$ cat config.mk
export PLATFORM = sky130hd
export DESIGN_NAME = mul32_seq_flat
export DESIGN_NICKNAME = d
export VERILOG_FILES = /design/src/rtl/mul32_seq_if.sv /design/src/rtl/mul32_seq.sv /design/src/flat_wrapper.sv
export SDC_FILE = /design/constraint.sdc
export NUM_CORES = 1
export LEC_CHECK = 0
export ABC_AREA = 1
export CAP_MARGIN = 15
export CORE_MARGIN = 2
export CORE_UTILIZATION = 45
export CTS_CLUSTER_SIZE = 28
export DETAILED_ROUTE_END_ITERATION = 16
export PLACE_DENSITY = 0.69
export SLEW_MARGIN = 20
export SYNTH_ARGS = -nofsm -noshare
export SYNTH_HDL_FRONTEND = slang
export SYNTH_SLANG_ARGS = --single-unit
$ cat constraint.sdc
create_clock -name clk -period 12.8 [get_ports clk]
set_input_delay 1.28 -clock clk [delete_from_list [all_inputs] [get_ports clk]]
set_output_delay 1.28 -clock clk [all_outputs]
set_load 0.01 [all_outputs]
$ cat src/rtl/mul32_seq_if.sv
// mul32_seq_if: request/result bundle for the sequential multiplier.
//   start      request, sampled only while the multiplier is idle
//   a, b       multiplicand / multiplier, latched on acceptance
//   sgn        signed-operation select (only with MUL_SIGNED_EN defined)
//   busy       high while a multiply is in flight or completing
//   done       one-cycle pulse, p valid in that cycle
//   p          64-bit product, held until the next accepted start
// Modports: master drives requests, slave is the multiplier.
interface mul32_seq_if;
  logic        start;
  logic [31:0] a;
  logic [31:0] b;
`ifdef MUL_SIGNED_EN
  logic        sgn;
`endif
  logic        busy;
  logic        done;
  logic [63:0] p;

  modport master (
    output start, a, b,
`ifdef MUL_SIGNED_EN
    output sgn,
`endif
    input  busy, done, p
  );

  modport slave (
    input  start, a, b,
`ifdef MUL_SIGNED_EN
    input  sgn,
`endif
    output busy, done, p
  );
endinterface

$ cat src/rtl/mul32_seq.sv
// mul32_seq: sequential 32x32 -> 64-bit shift-and-add multiplier.
// One multiplier bit is retired per cycle through a 32-bit adder
// (a = hi, b = lo[0] ? mcand : 0, ci = 0); the adder carry-out becomes the
// new hi[31], so the running product never loses precision.
// Latency is fixed: start accepted at edge E, p written at E+32, done high
// for the following cycle, next acceptance possible at E+34.
// Ports:
//   clk   rising-edge clock
//   rst   asynchronous active-high reset
//   bus   mul32_seq_if.slave (start, a, b, [sgn], busy, done, p)
// Configuration macro: MUL_SIGNED_EN adds the sgn input; with sgn=1 the
// operands are converted to magnitudes and the product is negated at the
// end when the operand signs differ.
module mul32_seq (
  input logic         clk,
  input logic         rst,
  mul32_seq_if.slave  bus
);

  typedef enum logic [1:0] {
    IDLE = 2'd0,
    CALC = 2'd1,
    DONE = 2'd2
  } state_t;

  state_t      state;
  state_t      state_nxt;
  logic [31:0] mcand;
  logic [31:0] hi;
  logic [31:0] lo;
  logic [5:0]  cnt;
  logic [63:0] p_q;

  // Adder stage: the same function as the 32-bit ripple adder with ci=0.
  logic [31:0] add_b;
  logic [31:0] add_s;
  logic        add_co;
  logic [63:0] prod_nxt;

  assign add_b             = lo[0] ? mcand : 32'd0;
  assign {add_co, add_s}   = {1'b0, hi} + {1'b0, add_b};
  assign prod_nxt          = {add_co, add_s, lo[31:1]};

  // Operand conditioning at acceptance and final product selection.
  logic [31:0] a_in;
  logic [31:0] b_in;
  logic [63:0] p_final;

`ifdef MUL_SIGNED_EN
  logic neg;
  logic neg_in;

  // Two's-complement magnitude; 0x80000000 negates to itself, which read
  // as unsigned is exactly 2^31.
  always_comb begin
    a_in   = bus.a;
    b_in   = bus.b;
    neg_in = 1'b0;
    if (bus.sgn) begin
      a_in   = bus.a[31] ? (32'd0 - bus.a) : bus.a;
      b_in   = bus.b[31] ? (32'd0 - bus.b) : bus.b;
      neg_in = bus.a[31] ^ bus.b[31];
    end
  end

  assign p_final = neg ? (64'd0 - prod_nxt) : prod_nxt;

  always_ff @(posedge clk or posedge rst) begin
    if (rst) begin
      neg <= 1'b0;
    end else if (state == IDLE && bus.start) begin
      neg <= neg_in;
    end
  end
`else
  assign a_in    = bus.a;
  assign b_in    = bus.b;
  assign p_final = prod_nxt;
`endif

  // State register.
  // NOTE: every clocked register uses non-blocking assignment so all flops
  // update from the same pre-edge values regardless of statement order.
  always_ff @(posedge clk or posedge rst) begin
    if (rst) state <= IDLE;
    else     state <= state_nxt;
  end

  // Next-state and handshake outputs.
  // NOTE: defaults come first so every path assigns every output and no
  // latch is inferred.
  always_comb begin
    state_nxt = state;
    bus.busy  = 1'b0;
    bus.done  = 1'b0;
    case (state)
      IDLE: begin
        if (bus.start) state_nxt = CALC;
      end
      CALC: begin
        bus.busy = 1'b1;
        if (cnt == 6'd31) state_nxt = DONE;
      end
      DONE: begin
        bus.busy  = 1'b1;
        bus.done  = 1'b1;
        state_nxt = IDLE;
      end
      default: state_nxt = IDLE;
    endcase
  end

  // Datapath.
  // NOTE: all datapath registers, including p, are reset so an aborted
  // multiply leaves no stale result visible.
  always_ff @(posedge clk or posedge rst) begin
    if (rst) begin
      mcand <= 32'd0;
      hi    <= 32'd0;
      lo    <= 32'd0;
      cnt   <= 6'd0;
      p_q   <= 64'd0;
    end else begin
      case (state)
        IDLE: begin
          if (bus.start) begin
            mcand <= a_in;
            lo    <= b_in;
            hi    <= 32'd0;
            cnt   <= 6'd0;
          end
        end
        CALC: begin
          {hi, lo} <= prod_nxt;
          cnt      <= cnt + 6'd1;
          if (cnt == 6'd31) p_q <= p_final;
        end
        default: ;
      endcase
    end
  end

  assign bus.p = p_q;

endmodule

$ cat src/flat_wrapper.sv
// flat-port wrapper written by rule: the top's interface ports become plain ports
module mul32_seq_flat 
  (clk, rst, bus_start, bus_a, bus_b, bus_busy, bus_done, bus_p);
  mul32_seq_if bus_i ();
  input logic clk;
  input logic rst;
  input wire logic [$bits(bus_i.start)-1:0] bus_start;
  input wire logic [$bits(bus_i.a)-1:0] bus_a;
  input wire logic [$bits(bus_i.b)-1:0] bus_b;
  output wire logic [$bits(bus_i.busy)-1:0] bus_busy;
  output wire logic [$bits(bus_i.done)-1:0] bus_done;
  output wire logic [$bits(bus_i.p)-1:0] bus_p;
  assign bus_i.start = bus_start;
  assign bus_i.a = bus_a;
  assign bus_i.b = bus_b;
  assign bus_busy = bus_i.busy;
  assign bus_done = bus_i.done;
  assign bus_p = bus_i.p;
  mul32_seq u_core (.clk(clk), .rst(rst), .bus(bus_i));
endmodule
* Yosys cells after proc, flatten, opt, wreduce, memory -nomap -nowiden
Index checks and enable logic that the tools add are counted.
** Operators by class
- Shifts and indexed selects :: 0
- Equality and inequality tests :: 5
- Mux-type cells :: 12
- Divide/modulo/power cells :: 0
- $lt $le $gt $ge :: 0
- $add $sub $neg :: 2
- Reduce and logical (&&, ||, !) cells :: 7
- Bitwise logic cells :: 0
- $mul :: 0
** Operators by type and width (number)
- case mux 32 bit (2 select lines) :: 2
- two-way mux 32 bit :: 3
- adder 32 x 32 -> 33 bit :: 1
- case mux 6 bit (2 select lines) :: 1
- AND reduction 2 bit :: 4
- adder 6 x 1 -> 6 bit (second input constant) :: 1
- == test 6 x 5 -> 1 bit (second input constant) :: 1
- two-way mux 6 bit :: 1
- two-way mux 2 bit :: 2
- case mux 2 bit (2 select lines) :: 1
- == test 2 x 1 -> 1 bit (second input constant) :: 1
- == test 2 bit (second input constant) :: 1
- logical NOT 2 bit :: 1
- two-way mux 1 bit :: 2
- != test 2 x 1 -> 1 bit (second input constant) :: 1
- != test 2 bit (second input constant) :: 1
- nonzero test 2 bit :: 1
- OR reduction 2 bit :: 1
** Storage, ports and cells
- Input bits :: 67
- ROM bits :: 0
- RAM bits :: 0
- Register bits after elaboration :: 168
- Bits in latches :: 0
- Memories :: 0
- Output and inout port bits :: 66
- Word-level logic and storage cells :: 32

* Depth between registers and ports, before layout
- Depth after elaboration :: 3
- Gate-level depth with buffers :: 18
- Gate-level depth less buffers :: 16

* Worst setup path before layout
Ideal clock, no wire load.
- Kind :: input to register
- Start point :: input bus_start
- End point :: register u_core.hi[10]
- Data arrival time :: 2.133 ns
- Setup time :: 0.066 ns
- Stages :: 6
- Buffers on the path :: 1
- Data required time :: 12.734 ns
- Slack :: 10.601 ns
- Path through :: nand2_1 > o21ai_2 > inv_1 > clkbuf_1 > nand2_1 > nand2_1
** On the way
- Cells in the longest elaborated chain, start to end :: 2
** RTL lines
- start: declaration :: RTL line flat_wrapper.sv:7 : input wire logic [$bits(bus_i.start)-1:0] bus_start;
- != test 2 bit (no source line)
- AND reduction 2 bit (no source line)
- end signal: assignment :: RTL line mul32_seq.sv:134 : {hi, lo} <= prod_nxt;
- end: declaration :: RTL line mul32_seq.sv:29 : logic [31:0] hi;
No other way between the ends.
A chain may end at the register's enable or synchronous reset.

* Worst setup path after layout
- Start point :: input bus_start
- End point :: register u_core.cnt[2]
** On the way
- Cells in the longest elaborated chain, start to end :: 2
** RTL lines
- != test 2 bit (no source line)
- AND reduction 2 bit (no source line)
- end signal: assignment :: RTL line mul32_seq.sv:135 : cnt <= cnt + 6'd1;
- end: declaration :: RTL line mul32_seq.sv:31 : logic [5:0] cnt;
No other way between the ends.

==> results.yml <==
synthesis:
  yosysTopAreaCellShare_pct: 45.2
  synth-compound-area-share_pct: 9.31
  syn-num-nets: 1325
  synthTopCellsByArea: "dfrtp_1 (45%), nand2_1 (18%), inv_1 (7.7%)"
  yosys.area_share.xor_xnor_pct: 1.32
  synth.yosys.seq_area_share_pct: 45.2
  synth_top_family_by_area: "simple AND/OR/NAND/NOR gates"
  yosys.area.top_type: "dfrtp_1"
  synth_mux_area_share_pct: 3.87
  synth-adder-area-share_pct: 5.06
  yosys.area_share.simple_pct: 25.2
  yosys_warnings: 0
  syn_inst: 1221
  netlist_area_mm2: 0.00930
  ys_seq_elements: 168
  synth_cell_type_count: 34
  synth.avg_cell_area_um2: 7.62
sta:
  worstMarginPinSlew_ns: 0.955
  min_period_over_period_pct: 28.0
  hold_viol: 0
  fmax_ghz: 0.279
  rsz0062_at_grt: "false"
  timing.slew.headroom_pct: 36.1
  setup_viol: 0
  fin_setup_tns_ns: 0
  fin_skew_ns: 0.00723
  period_needed_ns: 3.58
  slew_violations: 0
pwr:
  ir_worst_vdd_uv: 166
  pwr-share-comb_pct: 46.4
  intPower_mw: 1.40
  p_leak_nw: 5.99
  seqPwrFrac_pct: 31.3
  p_total_mw: 2.42
  p_sw_mw: 1.02
  clkPwrFrac_pct: 22.3
  power.density_mw_per_mm2: 212
  p_sw_share_pct: 42.3
setup_path:
  rrSetupSlack_ns: 9.51
  end_kind: "flop"
  critPathLaunchType: "input port"
  crit_buf_inv: 3
  cp_top_family: "buffers and inverters"
  cp_max_fo: 72
  cp.required_ns: 13.10
  path_cells: "clkdlybuf4s50_1 -> nand2_2 -> o21ai_4 -> buf_4 -> inv_2 -> nor3_1 -> nor3_1"
  cp_slowest_stage_delay_ns: 0.56
  cp_common_cell: "nor3_1"
  critPathKind: "in2reg"
  crit_arrival_ns: 3.88
  cp_slowest_cell: "buf_4"
clock_tree:
  cts_tree: "done"
  cts_buffer_depth: 2
  cts_hold_buf: 0
  root_buffer: "clkbuf_16"
  cts_num_sinks: 168
  htreeDepth: 4
  cts_made_buffers: 17
  clkSlewWorstSetupHoldPaths_ns: 0.07
  cts_resized: 0
  clock_latency_ns: 0.43
  post_cts_buffers: 0
global_routing:
  grt_pass1_vias: 7682
  grt_max_degree: 98
  grt_pass1_wl_mm: 38.1
  grt_overflow: 0
  grtUsageTotal_pct: 21.8
  antenna_found_initial: 0
routing:
  route.detailed.drc: 0
  wl_mm: 22.9
  avgRoutedWirePerCell_um: 14.2
  vias: 7862
  via_per_inst: 4.85
  ant_nets: 0
  first_pass_iters: 5
  drtIter0Drc: 559
die:
  fp.dieW_um: 148
  core-area_mm2: 0.0202
  start_util_pct: 46.0
  die_h_um: 148
  die_area_mm2: 0.0218
  rows: 52
  ioPinCount: 133
layout:
  area_delta_synth_final_pct: 22.9
  layout_common_cells: "nand2_1 (443), inv_1 (188), dfrtp_1 (168)"
  post_route_cells_drive_above_1_share_pct: 6.30
  fin_nets: 1442
  final_common_cell: "nand2_1"
  n_antenna_cell: 0
  final_cells: 1620
place:
  dp.cells: 1589
  gp_congestion: 0.928
  port_buffers: 132
  dp_hpwl_mm: 16.8
outcome:
  outcome: "finished clean"
worst_hold_path:
  hold_class: "reg2reg"
job:
  cap_violations: 0
## power by group through the flow
stage | sequential (mW) | combinational, mW | clock (mW)
after detailed placement | 0.767 | 1.12 | 0
final | 0.759 | 1.12 | 0.540
after global placement | 0.763 | 1.10 | 0
after floorplan | 0.741 | 0.866 | 0
after CTS | 0.759 | 1.12 | 0.548
after global routing | 0.777 | 1.28 | 0.570
## state kept, by name (all words and copies together) (netlist names)
signal	cells
u_core.bus.p	64
u_core.cnt	6
u_core.hi	32
u_core.lo	32
u_core.mcand	32
u_core.state	2
## tightest hold or removal path, delay by kind of cell (launching register included)
kind / cells / cell delay [ns]
DFF: 1 / 0.34
and+or+nand+nor: 2 / 0.11
## metal layers
metal / routed length, um / GRT usage, % / up-vias
li1: - / - / 4040
met1: 11100 / 30.1 / 3654
met2: 10800 / 35.8 / 144
met3: 767 / 3.52 / 24
met4: 321 / 6.25 / 0
met5: 0 / 0 / -
## final cells by class
| class | count | area (um2) |
|---|---|---|
| tap | 270 | 338 |
| fill | 1881 | 8800 |
| clock inverter | 12 | 168 |
| clock buffer | 19 | 443 |
| multi-input combinational | 819 | 4180 |
| timing repair buffer | 139 | 1370 |
| sequential | 168 | 4200 |
| inverter | 193 | 731 |
## per-stage QoR
step | cell area [um2] | util [%] | setup WS (ns) | hold slack, ns
CTS | 11400 | 56.5 | 9.24 | 0.487
finish | 11400 | 56.5 | 9.22 | 0.482
floorplan | 9300 | - | 6.97 | 0.455
global placement | 10800 | 53.5 | 8.47 | 0.456
detailed placement | 10800 | 53.5 | 8.77 | 0.470
global route | 11400 | 56.5 | 9.00 | 0.502
## worst paths after layout
check	startpoint	endpoint	cells past startpoint
hold reg to reg	u_core.bus.p[55]$_DFFE_PP0P_	u_core.bus.p[55]$_DFFE_PP0P_	2
min in group asynchronous	rst	u_core.bus.p[22]$_DFFE_PP0P_	2
hold / removal	u_core.bus.p[55]$_DFFE_PP0P_	u_core.bus.p[55]$_DFFE_PP0P_	2
max in group asynchronous	rst	u_core.hi[24]$_DFFE_PP0P_	3
setup reg to reg	u_core.state[1]$_DFFE_PP0P_	u_core.bus.p[24]$_DFFE_PP0P_	10
setup / recovery	bus_start	u_core.cnt[2]$_DFFE_PP0P_	7
## cells by family after synthesis
| kind of cell | after synthesis |
|---|---|
| compound gates | 150 |
| mux | 32 |
| buf+inv | 234 |
| fa+ha+maj | 37 |
| flops | 168 |
| xor+xnor | 14 |
| simple gates | 586 |
## cells in the mapped netlist
library cell / count
nor2_1: 56
ha_1: 36
o211ai_1: 30
xor2_1: 3
clkbuf_2: 1
o21ai_1: 15
nand3b_1: 5
o21bai_1: 3
buf_2: 12
nand4_1: 4
nor2_4: 1
nand2b_1: 1
o22ai_1: 1
buf_1: 2
o21ai_0: 67
or2_1: 1
xnor2_1: 11
inv_1: 190
inv_2: 3
nor3_4: 1
dfrtp_1: 168
fa_1: 1
nand2_1: 444
buf_6: 5
a21o_1: 1
a31oi_1: 2
o21ai_2: 6
a21oi_1: 24
or2_2: 1
nor3_1: 8
clkbuf_1: 21
nand3_1: 64
mux2_2: 32
a22o_1: 1
Note: power is estimated with default switching activity, not from simulation.
